$ cat src/rtl/pipeline_control_ldst_arb_pkg.sv
// Shared types for the load/store port arbiter: FSM states, requester
// indices, access-size and direction encodings.
package pipeline_control_ldst_arb_pkg;

  localparam int RQ_NUM = 3;

  typedef enum logic [1:0] {
    IDLE  = 2'd0,
    OWNED = 2'd1,
    DRAIN = 2'd2
  } arb_state_e;

  typedef enum logic [1:0] {
    RQ_HUNDLER = 2'd0,
    RQ_SYSREG  = 2'd1,
    RQ_LSU     = 2'd2
  } rq_idx_e;

  typedef enum logic [1:0] {
    ORDER_BYTE = 2'b00,
    ORDER_HALF = 2'b01,
    ORDER_WORD = 2'b10,
    ORDER_NONE = 2'b11
  } order_e;

  typedef enum logic {
    RW_READ  = 1'b0,
    RW_WRITE = 1'b1
  } rw_e;

  // Fixed priority: the lowest-index requester wins.
  function automatic logic [1:0] func_lowest_use(input logic [2:0] use_bits);
    if (use_bits[0]) begin
      return RQ_HUNDLER;
    end else if (use_bits[1]) begin
      return RQ_SYSREG;
    end else begin
      return RQ_LSU;
    end
  endfunction

endpackage

$ cat src/rtl/pipeline_control_ldst_arb_outstd.sv
// Saturating up/down counter of accesses accepted by the load/store unit
// but not yet answered.
module pipeline_control_ldst_arb_outstd
  import pipeline_control_ldst_arb_pkg::*;
#(
  parameter int P_MAX = 3
) (
  input  logic       iCLOCK,
  input  logic       inRESET,
  input  logic       iRESET_SYNC,
  input  logic       iINC,
  input  logic       iDEC,
  output logic [1:0] oCOUNT,
  output logic       oFULL,
  output logic       oEMPTY,
  output logic       oUNDERFLOW
);

  localparam logic [1:0] L_MAX = 2'(P_MAX);

  logic [1:0] b_count;
  logic       inc_en;
  logic       dec_en;

  assign oFULL      = (b_count == L_MAX);
  assign oEMPTY     = (b_count == 2'd0);
  assign oUNDERFLOW = iDEC && oEMPTY;
  assign oCOUNT     = b_count;

  // Saturate at both ends so a stray strobe can never wrap the count.
  assign inc_en = iINC && !oFULL;
  assign dec_en = iDEC && !oEMPTY;

  always_ff @(posedge iCLOCK or negedge inRESET) begin
    if (!inRESET) begin
      b_count <= 2'd0;
    end else if (iRESET_SYNC) begin
      b_count <= 2'd0;
    end else if (inc_en && !dec_en) begin
      b_count <= b_count + 2'd1;
    end else if (dec_en && !inc_en) begin
      b_count <= b_count - 2'd1;
    end
  end

endmodule

$ cat src/rtl/pipeline_control_ldst_arbiter.sv
// Shares the core load/store port between the IDT reader, the sysreg
// save/restore sequencer and the LSU, one ownership burst at a time.
module pipeline_control_ldst_arbiter
  import pipeline_control_ldst_arb_pkg::*;
#(
  parameter int P_MAX_OUTSTANDING = 3
) (
  input  logic        iCLOCK,
  input  logic        inRESET,
  input  logic        iRESET_SYNC,
  input  logic [2:0]  iRQ_USE,
  input  logic [2:0]  iRQ_REQ,
  input  logic [5:0]  iRQ_ORDER,
  input  logic [2:0]  iRQ_RW,
  input  logic [95:0] iRQ_ADDR,
  input  logic [95:0] iRQ_DATA,
  output logic [2:0]  oRQ_BUSY,
  output logic [2:0]  oRQ_VALID,
  output logic [31:0] oRQ_DATA,
  output logic        oLDST_USE,
  output logic        oLDST_REQ,
  input  logic        iLDST_BUSY,
  output logic [1:0]  oLDST_ORDER,
  output logic        oLDST_RW,
  output logic [31:0] oLDST_ADDR,
  output logic [31:0] oLDST_DATA,
  input  logic        iLDST_REQ,
  input  logic [31:0] iLDST_DATA,
  output logic        oPROTOCOL_ERR
);

  arb_state_e b_state;
  arb_state_e next_state;
  logic [1:0] b_owner;
  logic [1:0] next_owner;
  logic       b_prot_err;

  logic        own_use;
  logic        own_req;
  logic        own_rw;
  logic [1:0]  own_order;
  logic [31:0] own_addr;
  logic [31:0] own_data;

  logic [1:0] outstd_count;
  logic       outstd_full;
  logic       outstd_empty;
  logic       outstd_underflow;

  logic ldst_req;
  logic accept;
  logic resp_fwd;
  logic drained;

  // Owner slice select.
  always_comb begin
    own_use   = 1'b0;
    own_req   = 1'b0;
    own_rw    = RW_READ;
    own_order = ORDER_BYTE;
    own_addr  = 32'd0;
    own_data  = 32'd0;
    for (int i = 0; i < RQ_NUM; i++) begin
      if (b_owner == 2'(i)) begin
        own_use   = iRQ_USE[i];
        own_req   = iRQ_REQ[i];
        own_rw    = iRQ_RW[i];
        own_order = iRQ_ORDER[2*i +: 2];
        own_addr  = iRQ_ADDR[32*i +: 32];
        own_data  = iRQ_DATA[32*i +: 32];
      end
    end
  end

  assign ldst_req = (b_state == OWNED) && own_req && !outstd_full;
  assign accept   = ldst_req && !iLDST_BUSY;
  assign resp_fwd = iLDST_REQ && !outstd_empty;
  // True when the count will be zero after this edge.
  assign drained  = !accept && (outstd_empty || ((outstd_count == 2'd1) && resp_fwd));

  pipeline_control_ldst_arb_outstd #(
    .P_MAX (P_MAX_OUTSTANDING)
  ) u_outstd (
    .iCLOCK      (iCLOCK),
    .inRESET     (inRESET),
    .iRESET_SYNC (iRESET_SYNC),
    .iINC        (accept),
    .iDEC        (iLDST_REQ),
    .oCOUNT      (outstd_count),
    .oFULL       (outstd_full),
    .oEMPTY      (outstd_empty),
    .oUNDERFLOW  (outstd_underflow)
  );

  always_comb begin
    next_state = b_state;
    next_owner = b_owner;
    case (b_state)
      IDLE: begin
        if (|iRQ_USE) begin
          next_owner = func_lowest_use(iRQ_USE);
          next_state = OWNED;
        end
      end
      OWNED: begin
        if (!own_use) begin
          next_state = drained ? IDLE : DRAIN;
        end
      end
      DRAIN: begin
        if (drained) begin
          next_state = IDLE;
        end
      end
      default: next_state = IDLE;
    endcase
  end

  always_comb begin
    oLDST_USE   = (b_state != IDLE);
    oLDST_REQ   = ldst_req;
    oLDST_ORDER = ORDER_BYTE;
    oLDST_RW    = RW_READ;
    oLDST_ADDR  = 32'd0;
    oLDST_DATA  = 32'd0;
    if (b_state == OWNED) begin
      oLDST_ORDER = own_order;
      oLDST_RW    = own_rw;
      oLDST_ADDR  = own_addr;
      oLDST_DATA  = own_data;
    end
  end

  // Only the owner in OWNED may see BUSY low; responses go to the owner
  // in OWNED and DRAIN alike.
  always_comb begin
    oRQ_BUSY  = 3'b111;
    oRQ_VALID = 3'b000;
    for (int i = 0; i < RQ_NUM; i++) begin
      if (b_owner == 2'(i)) begin
        oRQ_BUSY[i]  = (b_state != OWNED) || iLDST_BUSY || outstd_full;
        oRQ_VALID[i] = (b_state != IDLE) && resp_fwd;
      end
    end
    oRQ_DATA = (|oRQ_VALID) ? iLDST_DATA : 32'd0;
  end

  assign oPROTOCOL_ERR = b_prot_err;

  always_ff @(posedge iCLOCK or negedge inRESET) begin
    if (!inRESET) begin
      b_state    <= IDLE;
      b_owner    <= 2'd0;
      b_prot_err <= 1'b0;
    end else if (iRESET_SYNC) begin
      b_state    <= IDLE;
      b_owner    <= 2'd0;
      b_prot_err <= 1'b0;
    end else begin
      b_state <= next_state;
      b_owner <= next_owner;
      if (outstd_underflow) begin
        b_prot_err <= 1'b1;
      end
    end
  end

endmodule

$ cat config.mk
export PLATFORM = sky130hd
export DESIGN_NAME = pipeline_control_ldst_arbiter
export DESIGN_NICKNAME = d
export VERILOG_FILES = /design/src/rtl/pipeline_control_ldst_arb_pkg.sv /design/src/rtl/pipeline_control_ldst_arb_outstd.sv /design/src/rtl/pipeline_control_ldst_arbiter.sv
export SDC_FILE = /design/constraint.sdc
export NUM_CORES = 1
export LEC_CHECK = 0
export BUFFER_PORTS_ARGS = -buffer_cell sky130_fd_sc_hd__buf_2
export CORE_AREA = 4 4 134 136
export DETAILED_ROUTE_END_ITERATION = 8
export DIE_AREA = 0 0 138 140
export HOLD_SLACK_MARGIN = 0.03
export SETUP_SLACK_MARGIN = 0.15
export SLEW_MARGIN = 20
export SYNTH_ARGS = -nofsm -noshare
export SYNTH_HDL_FRONTEND = slang
export SYNTH_SLANG_ARGS = --single-unit
$ cat constraint.sdc
create_clock -name iCLOCK -period 2.85 [get_ports iCLOCK]
set_input_delay 0.1425 -clock iCLOCK [delete_from_list [all_inputs] [get_ports iCLOCK]]
set_output_delay 0.1425 -clock iCLOCK [all_outputs]
set_load 0.02 [all_outputs]
==> impl_metrics.tcl, run 1 <==
set metrics [dict create \
    routedWlPerCell_um 13.7 \
    hold_path_class "input port to register" \
    ctsResizeCount 0 \
    crit_family "buffers and inverters" \
    placement.cell_area_um2 4380 \
    cp_num_buf_inv 3 \
    clkPwrFrac_pct 14.8 \
    crit_type "register to primary output" \
    dieHeight_um 140 \
    netlist_area_um2 2380 \
    cp_data_arrival_time_ns 2.22 \
    clk_pin_slew_worst_paths_ns 0.04 \
    ant_nets 0 \
    clk_path_buf_depth 2 \
    cp-end-kind "primary output" \
    synth_top_area_share_pct 29.0 \
    num_vias 4037 \
    drive_above_1_share_pct 50.7 \
    hpwl_um 10800 \
    ys_seq_area_share_pct 7.36 \
    yosysUniqueCellTypes 29 \
    die_area_um2 19300 \
    clock_skew_ns 0.000377 \
    fin_util_pct 26.4 \
    n_antenna_cell 0 \
    grt_max_degree 69 \
    overflow 0 \
    htreeDepth 1 \
    cp_max_fo 32 \
    switchingPower_uw 843 \
    swShare_pct 51.0 \
    drt_iter0_markers 156 \
    required_ns 2.71 \
    postSynthAreaPerCell_um2 5.96 \
    fin_nets 976 \
    num_rows 48 \
    syn-num-nets 646 \
    relSlewSlack_pct 50.9 \
    p_leak_uw 0.00247 \
    worst_path_max_delay_cell "dfrtp_1" \
    worst_path_largest_cell_delay_ns 0.38 \
    initial_core_util_pct 14.1 \
    grtUsageTotal_pct 12.2 \
    synthCells 399 \
    root_buffer "clkbuf_16" \
    grt_setup_unrepaired "no" \
    place_congestion 0.869 \
    port-buffer-count 351 \
    seq_power_share_pct 9.8 \
    yosysTopAreaCell "mux2i_1" \
    cts_buffers 3 \
    drc_errors 0 \
    ir_drop_v 0.000143 \
    drtPass1Iterations 4 \
    comb_power_share_pct 75.4 \
    p_int_uw 809 \
    antenna_found_initial 0 \
    grt_pass1_vias 3954 \
    min_period_ns 2.37 \
    area_growth_syn_to_layout_pct 87.7 \
    crit_chain "inv_1 -> ha_1 -> and2b_1 -> o21ai_0 -> a21oi_2 -> buf_4 -> and2_1 -> buf_2" \
    finalHoldViolCount 0 \
    worst_pin_slew_ns 0.737 \
    maxClockFrequency_ghz 0.423 \
    ys_warn_count 0 \
    min_period_over_period_pct 83.0 \
    worst_setup_path_start_kind "register" \
    setup_viol 0 \
    slew_violations 0 \
    ys_top_cells_by_area "mux2i_1, nor2_1, a21oi_1, and2_1, dfrtp_1" \
    grt_pass1_wl_um 20000 \
    cap_viol_max_count 0 \
    vias_per_cell 4.24 \
    power_per_cell_area_nw_per_um2 370 \
    design_area_um2 4470 \
    die_x_um 138 \
    routed_wl_um 13100 \
    setup_tns_ns 0 \
    cts_tree "done" \
    num_io_pins 352 \
    core_area_um2 16900 \
    n_fill_cell 1902 \
    status "completed" \
    ys_ff_latch 7 \
    clk_latency_ns 0.24 \
    cts.sinks 7 \
]
metrics by stage:
| step | instances | setup WS (ns) | total power (µW) | hold WS [ns] |
|---|---|---|---|---|
| 6_report | 953 | 0.483 | 1650 | 0.180 |
| 5_1_grt | 953 | 0.205 | 1790 | 0.197 |
| 4_1_cts | 953 | 0.442 | 1670 | 0.180 |
| 3_5_place_dp | 948 | 0.700 | 1410 | -0.00831 |
| 3_3_place_gp | 948 | 0.723 | 1410 | -0.00841 |
| 2_1_floorplan | 399 | 0.910 | 926 | -0.153 |
worst reg2reg max path: cells and delay by family, from the launching register on:
| kind | cells | cell delay (ns) |
|---|---|---|
| AND/OR/NAND/NOR | 1 | 0.37 |
| flip-flops | 1 | 0.88 |
| multiplexers | 1 | 0.21 |
| AO/OA/AOI/OAI | 2 | 0.41 |
synth_stat cells, drive strengths merged:
cell    count
nor2b       1
mux2i      69
a31oi       1
o221ai      1
o21a        1
clkbuf     21
nand3b      2
or3         3
buf        15
and2       32
a21oi      75
ha          3
nor3b       1
nor2      141
and3b       1
a221oi      1
nand2b      3
nor3        5
inv         5
nand2       2
o21ai       4
a32oi       1
dfrtp       7
xnor2       1
nor4        1
and2b       1
o22ai       1
power by group through the flow:
stage                     clock [µW]  combinational [µW]  sequential [µW]
final                            245                1250              162
after global routing             255                1370              167
after CTS                        248                1260              162
after detailed placement           0                1250              162
after global placement             0                1240              163
after floorplan                    0                 788              139
cell families (layout without fill, tap and decap cells):
kind of cell / after synthesis / in the layout / synth area share [%]
AND/OR/NAND/NOR: 193 / 193 / 36.0
XOR/XNOR: 1 / 1 / 0.368
multiplexers: 69 / 69 / 29.0
AO/OA/AOI/OAI: 85 / 85 / 18.6
adder cells (fa/ha/maj): 3 / 3 / 1.58
flip-flops: 7 / 7 / 7.36
buffers and inverters: 41 / 370 / 7.15
per-layer routing:
layer  vias to the layer above  track usage [%]  part of all wire, %
met2                       253             22.5                   49
li1                       1997                -                    -
met5                         -                0                    0
met1                      1770             14.1                   39
met3                        17             3.04                   10
met4                         0             3.12                  1.9
timing repair:
action / CTS / global route
endpoints found under the hold margin: 7 / 0
hold buffers: 1 / 0
setup buffers: 0 / 0
final cells by class:
class                   count  area [µm²]  area share (%)
clock buffers               4        78.8            1.76
inverters                   5        18.8           0.420
multi-input cells         351        2050            45.9
flip-flops and latches      7         180            4.03
well taps                 225         282            6.30
repair buffers            361        1860            41.6
state kept, by name (all words and copies together) (netlist names):
signal	cells
b_owner	2
b_state	2
u_outstd.oCOUNT	2
oPROTOCOL_ERR	1
cell usage in the layout (no fill, tap or decap), types with 2 or more instances in the layout:
master	netlist	final
nand2b_1	3	2
o21ai_0	4	4
nand2_1	2	2
buf_12	0	2
nor3_1	5	5
nand3b_1	2	2
or3_1	2	2
dfrtp_1	7	5
nor2_1	141	141
and2_1	32	32
inv_1	5	5
a21oi_1	75	74
buf_2	13	351
mux2i_1	69	69
clkbuf_16	0	3
buf_4	0	7
ha_1	3	3
path summary, 6_finish.rpt:
kind | from | end | slack, ns | cells after the start
max in group asynchronous | inRESET | b_owner[0]$_DFFE_PN0P_ | 2.37 | 2
min in group asynchronous | inRESET | oPROTOCOL_ERR$_DFFE_PN0P_ | 0.29 | 2
worst min register to register | oPROTOCOL_ERR$_DFFE_PN0P_ | oPROTOCOL_ERR$_DFFE_PN0P_ | 0.52 | 2
worst min-delay path | iLDST_REQ | oPROTOCOL_ERR$_DFFE_PN0P_ | 0.18 | 3
worst max register to register | b_owner[0]$_DFFE_PN0P_ | u_outstd.oCOUNT[0]$_DFFE_PN0P_ | 0.91 | 4
worst max-delay path | u_outstd.oCOUNT[1]$_DFFE_PN0P_ | oRQ_DATA[3] | 0.48 | 8
Power figures use the tool's default switching activity.
==> run 2: changes to the inputs <==
- clock period: 2.85 -> 2.3 ns (I/O delays scaled with it)
==> run 2 against run 1 <==
Net effect:
- critical path depth is 1 higher
- register-to-register slack worse by 0.36 ns
- core utilization is 0.36 points higher
- critical endpoint is now oRQ_DATA[23]
- combinational power is 28% higher
==> impl_metrics.tcl, run 2 (synthesis results as in run 1) <==
set metrics [dict create \
    status "completed" \
    setup_tns_ns 0 \
    cp_data_arrival_time_ns 1.94 \
    met2_usage_pct 21.2 \
    num_io_pins 352 \
    cp_common_cell "buf_4" \
    core_area_um2 16900 \
    r2r_slack_ns 0.55 \
    cap_viol_max_count 0 \
    power_per_cell_area_nw_per_um2 459 \
    slew_violations 0 \
    overflow 0 \
    drc_errors 0 \
    multi_input_area_um2 2050 \
    cts.sinks 7 \
    layout_common_cells "buf_2, nor2_1, a21oi_1" \
    use_met1_pct 14.1 \
    finalHoldViolCount 0 \
    grt_setup_unrepaired "no" \
    dieHeight_um 140 \
    min_from "iLDST_REQ" \
    drt_iter0_markers 168 \
    min_period_ns 2.05 \
    relSlewSlack_pct 62.3 \
    finalPower_uw 2080 \
    crit_type "register to primary output" \
    r2r_start "u_outstd.oCOUNT[1]$_DFFE_PN0P_" \
    htreeDepth 1 \
    hpwl_um 10800 \
    worstRegToRegCells 7 \
    clk_pin_slew_worst_paths_ns 0.04 \
    clock_skew_ns 0.00133 \
    clk_path_buf_depth 2 \
    grtUsageMet3_pct 3.35 \
    cp_num_buf_inv 4 \
    worst_setup_path_start_kind "register" \
    clk_latency_ns 0.23 \
    cp-end-kind "primary output" \
    root_buffer "clkbuf_16" \
    worst_path_max_delay_cell "dfrtp_1" \
    num_vias 4072 \
    drtPass1Iterations 4 \
    crit_family "buffers and inverters" \
    grt_busiest_layer "met2" \
    grt_pass1_wl_um 19400 \
    min_to "oPROTOCOL_ERR$_DFFE_PN0P_" \
    die_area_um2 19300 \
    hold_path_class "input port to register" \
    required_ns 2.18 \
    worst_path_largest_cell_delay_ns 0.39 \
    min_period_over_period_pct 89.2 \
    maxClockFrequency_ghz 0.487 \
    grtUsageTotal_pct 11.9 \
    worst_pin_slew_ns 0.562 \
    dp.cells 949 \
    area_growth_syn_to_layout_pct 90.3 \
    initial_core_util_pct 14.1 \
    min_path_cells 3 \
    rr_endpoint "u_outstd.oCOUNT[0]$_DFFE_PN0P_" \
    fin_cells 959 \
    p_leak_uw 0.00250 \
    cts_tree "done" \
    antenna_found_initial 0 \
    n_fill_cell 1901 \
    routed_wl_um 13000 \
    routedWlPerCell_um 13.6 \
    num_rows 48 \
    cts_buffers 3 \
    drive_above_1_share_pct 51.4 \
    n_antenna_cell 0 \
    vias_per_cell 4.25 \
    setup_viol 0 \
    grt_pass1_vias 3865 \
    grt_max_degree 43 \
    port-buffer-count 351 \
    final_common_cell "buf_2" \
    crit_chain "inv_1 -> ha_1 -> and2b_2 -> o21ai_2 -> a21oi_2 -> buf_4 -> buf_4 -> and2_1 -> buf_2" \
    cp_max_fo 8 \
    regArea_um2 180 \
    place_congestion 0.897 \
    ant_nets 0 \
    die_x_um 138 \
    ir_drop_v 0.000321 \
    fin_nets 982 \
]
run 2: how the worst max path moves through the flow:
| stage | startpoint | to | slack, ns | cells after the start |
|---|---|---|---|---|
| after floorplan | u_outstd.oCOUNT[1]$_DFFE_PN0P_ | oRQ_DATA[10] | 0.39 | 7 |
| after global placement | u_outstd.oCOUNT[1]$_DFFE_PN0P_ | oRQ_DATA[1] | 0.35 | 8 |
| after detailed placement | u_outstd.oCOUNT[1]$_DFFE_PN0P_ | oRQ_DATA[9] | 0.25 | 8 |
| after CTS | u_outstd.oCOUNT[1]$_DFFE_PN0P_ | oRQ_DATA[9] | 0.19 | 8 |
| after global routing | u_outstd.oCOUNT[1]$_DFFE_PN0P_ | oRQ_DATA[16] | 0.15 | 9 |
| final | u_outstd.oCOUNT[1]$_DFFE_PN0P_ | oRQ_DATA[23] | 0.25 | 9 |
run 2: final cells by class:
| class | count | share of cell area [%] |
|---|---|---|
| inverter | 5 | 0.414 |
| timing repair buffer | 367 | 42.3 |
| clock buffer | 4 | 1.74 |
| tap | 225 | 6.22 |
| sequential | 7 | 3.98 |
| multi-input combinational | 351 | 45.3 |
run 2: through the flow:
| step | setup WS (ns) | utilization, % | hold slack (ns) | cell area [µm²] |
|---|---|---|---|---|
| 6_report | 0.247 | 26.7 | 0.155 | 4530 |
| 5_1_grt | 0.150 | 26.7 | 0.158 | 4530 |
| 4_1_cts | 0.186 | 26.4 | 0.149 | 4480 |
| 3_5_place_dp | 0.250 | 25.9 | -0.0333 | 4390 |
| 3_3_place_gp | 0.354 | 25.9 | -0.0370 | 4390 |
| 2_1_floorplan | 0.387 | - | -0.181 | 2380 |
run 2: report_power, final:
| group | leakage (µW) | switching (µW) | internal, µW |
|---|---|---|---|
| combinational | 0.00237 | 951 | 649 |
| sequential | 0.0000893 | 32.0 | 149 |
| clock | 0.0000382 | 67.4 | 231 |
run 2: layer usage:
metal  routed length, µm  part of all wire, %
met1                5220                   40
met2                6340                   49
met3                1280                  9.8
met4                 195                  1.5
met5                   0                    0
run 2: what timing repair did:
| action | in CTS | in global routing |
|---|---|---|
| setup endpoints to repair | 32 | 32 |
| gates cloned | 0 | 3 |
| endpoints found under the hold margin | 7 | 0 |
| hold buffers | 1 | 0 |
| setup buffers | 0 | 2 |
| resized for setup | 3 | 9 |
| pin swaps | 0 | 0 |
run 2: worst register-to-register path, stage by stage, from the launching register on:
cell and delay [ns]:
dfrtp_1 0.39, inv_1 0.12, ha_1 0.19, and2b_2 0.23
buf_4 0.15, xnor2_1 0.13, or3_1 0.31, a21oi_1 0.14
==> run 3: changes to the inputs <==
- CORE_AREA: 4 4 134 136 -> 4 4 133 135
- DIE_AREA: 0 0 138 140 -> 0 0 137 139
- clock period: 2.3 -> 1.78 ns (I/O delays scaled with it)
==> run 3 against run 2 <==
Net effect:
- the flow now finishes with violations (setup timing)
- routed wire length is 35% higher
- worst hold slack worse by 0.025 ns
- setup slack worse by 0.37 ns
- die area is 1.4% lower
- first-iteration DRC count is 39% higher
- non-clock buffer count is 55 higher
- final cell count is 5.2% higher
- core utilization is 12 points higher
- clock power is 31% higher
- critical endpoint is now oRQ_DATA[30]
- largest cell class is now buffers
- highest routed layer is now met5
==> impl_metrics.tcl, run 3 (synthesis results as in run 1) <==
set metrics [dict create \
    cp-end-kind "primary output" \
    rr_endpoint "u_outstd.oCOUNT[0]$_DFFE_PN0P_" \
    htreeDepth 1 \
    die_area_um2 19000 \
    crit_type "register to primary output" \
    min_period_ns 1.90 \
    grt_pass1_wl_um 24200 \
    layout_common_cells "buf_2, nor2_1, buf_4" \
    worstSetupEndpoint "oRQ_DATA[30]" \
    grt_pass1_vias 4579 \
    grt_setup_unrepaired "yes" \
    status "finished with violations" \
    drive_above_1_share_pct 68.4 \
    ant_nets 0 \
    initial_core_util_pct 14.5 \
    routed_wl_um 17600 \
    cp_max_fo 8 \
    cts_buffers 3 \
    clk_pin_slew_worst_paths_ns 0.04 \
    grt_max_degree 42 \
    fin_nets 1037 \
    cap_viol_max_count 0 \
    switchingPower_uw 1750 \
    power_per_cell_area_nw_per_um2 601 \
    port-buffer-count 351 \
    routedWlPerCell_um 17.4 \
    antenna_found_initial 1 \
    worstRegToRegCells 7 \
    worst_setup_path_start_kind "register" \
    ir_drop_v 0.000410 \
    finalHoldViolCount 0 \
    min_period_over_period_pct 107 \
    num_vias 4510 \
    post-place-ws_ns 0.0131 \
    num_io_pins 352 \
    dieHeight_um 139 \
    hold_path_class "input port to register" \
    seq_power_share_pct 5.9 \
    clk_latency_ns 0.23 \
    p_leak_uw 0.00312 \
    drtPass1Iterations 4 \
    finalWorstSetupSlack_ns -0.124 \
    drc_errors 0 \
    cp_data_arrival_time_ns 1.82 \
    r2r_slack_ns -0.04 \
    final_common_cell "buf_2" \
    hpwl_um 11500 \
    clk_path_buf_depth 2 \
    required_ns 1.69 \
    comb_power_share_pct 84.1 \
    violations "setup timing" \
    fin_worst_hold_slack_ns 0.129 \
    overflow 0 \
    area_growth_syn_to_layout_pct 171 \
    n_antenna_cell 0 \
    min_path_cells 2 \
    p_int_uw 2130 \
    setup_viol 96 \
    clock_skew_ns 0.00202 \
    crit_start "u_outstd.oCOUNT[1]$_DFFE_PN0P_" \
    clkPwrFrac_pct 10.0 \
    maxClockFrequency_ghz 0.525 \
    relSlewSlack_pct 71.3 \
    num_rows 47 \
    grtUsageTotal_pct 16.2 \
    r2r_start "b_owner[0]$_DFFE_PN0P_" \
    vias_per_cell 4.47 \
    swShare_pct 45.1 \
    place_congestion 0.764 \
    core_area_um2 16500 \
    drt_iter0_markers 233 \
    fin_util_pct 39.2 \
    cts_tree "done" \
    die_x_um 137 \
    slew_violations 0 \
    root_buffer "clkbuf_16" \
    worst_pin_slew_ns 0.430 \
    cts.sinks 7 \
]
-- run 3: cell types whose count changed in the layout (fill, tap and decap cells not counted), moves of 8 or more --
cell     before  now
nor2_1      141  133
buf_6         3   57
buf_16        0   19
and2_1       32    0
a21oi_2       1   46
a21oi_1      74   23
buf_2       351  247
and2_4        0   32
buf_4        10   79
buf_12        2   18
-- run 3: worst min path at each step --
stage	from	end
floorplan	inRESET	b_owner[0]$_DFFE_PN0P_
detailed placement	inRESET	oPROTOCOL_ERR$_DFFE_PN0P_
CTS	iRESET_SYNC	u_outstd.oCOUNT[0]$_DFFE_PN0P_
finish	iRESET_SYNC	u_outstd.oCOUNT[0]$_DFFE_PN0P_
global placement	inRESET	oPROTOCOL_ERR$_DFFE_PN0P_
global route	iRESET_SYNC	u_outstd.oCOUNT[0]$_DFFE_PN0P_
-- run 3: worst max-delay path, stage by stage (launching register included) --
cell     delay [ns]
dfrtp_1        0.37
inv_2          0.06
ha_4           0.16
and2b_2        0.24
o21ai_4        0.07
a21oi_4        0.15
buf_6          0.15
buf_16         0.13
and2_4         0.14
buf_6          0.11
-- run 3: metrics by stage --
stage               area [µm²]  total power (µW)  TNS [ns]  instances
finish                    6450              3880     -5.35       1009
global route              6450              4110    -12.33       1009
CTS                       6160              3710     -4.91       1004
detailed placement        4520              2360         0        949
global placement          4520              2350         0        949
floorplan                 2430              1510         0        399
-- run 3: metal layers --
layer | GRT usage (%) | routed length (µm) | vias to the layer above
met5 | 0 | 13 | -
met4 | 6.30 | 604 | 2
met3 | 2.98 | 1550 | 33
met2 | 31.0 | 9140 | 275
met1 | 17.2 | 6240 | 2067
li1 | - | - | 2133
-- run 3: layout make-up --
type	instances	area, µm²
timing repair buffer	422	3390
inverter	5	18.8
tap	220	275
fill	1642	10000
sequential	7	180
clock buffer	4	78.8
multi-input combinational	351	2510
-- run 3: power by group through the flow --
stage               registers, µW  clock network, µW  logic, µW
finish                        229                389       3260
detailed placement            236                  0       2130
global route                  232                412       3470
CTS                           227                395       3090
global placement              234                  0       2110
floorplan                     224                  0       1290
-- run 3: what timing repair did --
item | 4_1_cts | 5_1_grt
buffers inserted | 32 | 4
hold buffers | 1 | 0
gates resized for setup | 244 | 62
cloned | 19 | 1
endpoints found under the hold margin | 7 | 0
endpoints found under the setup margin | 104 | 107
pin swaps | 61 | 38
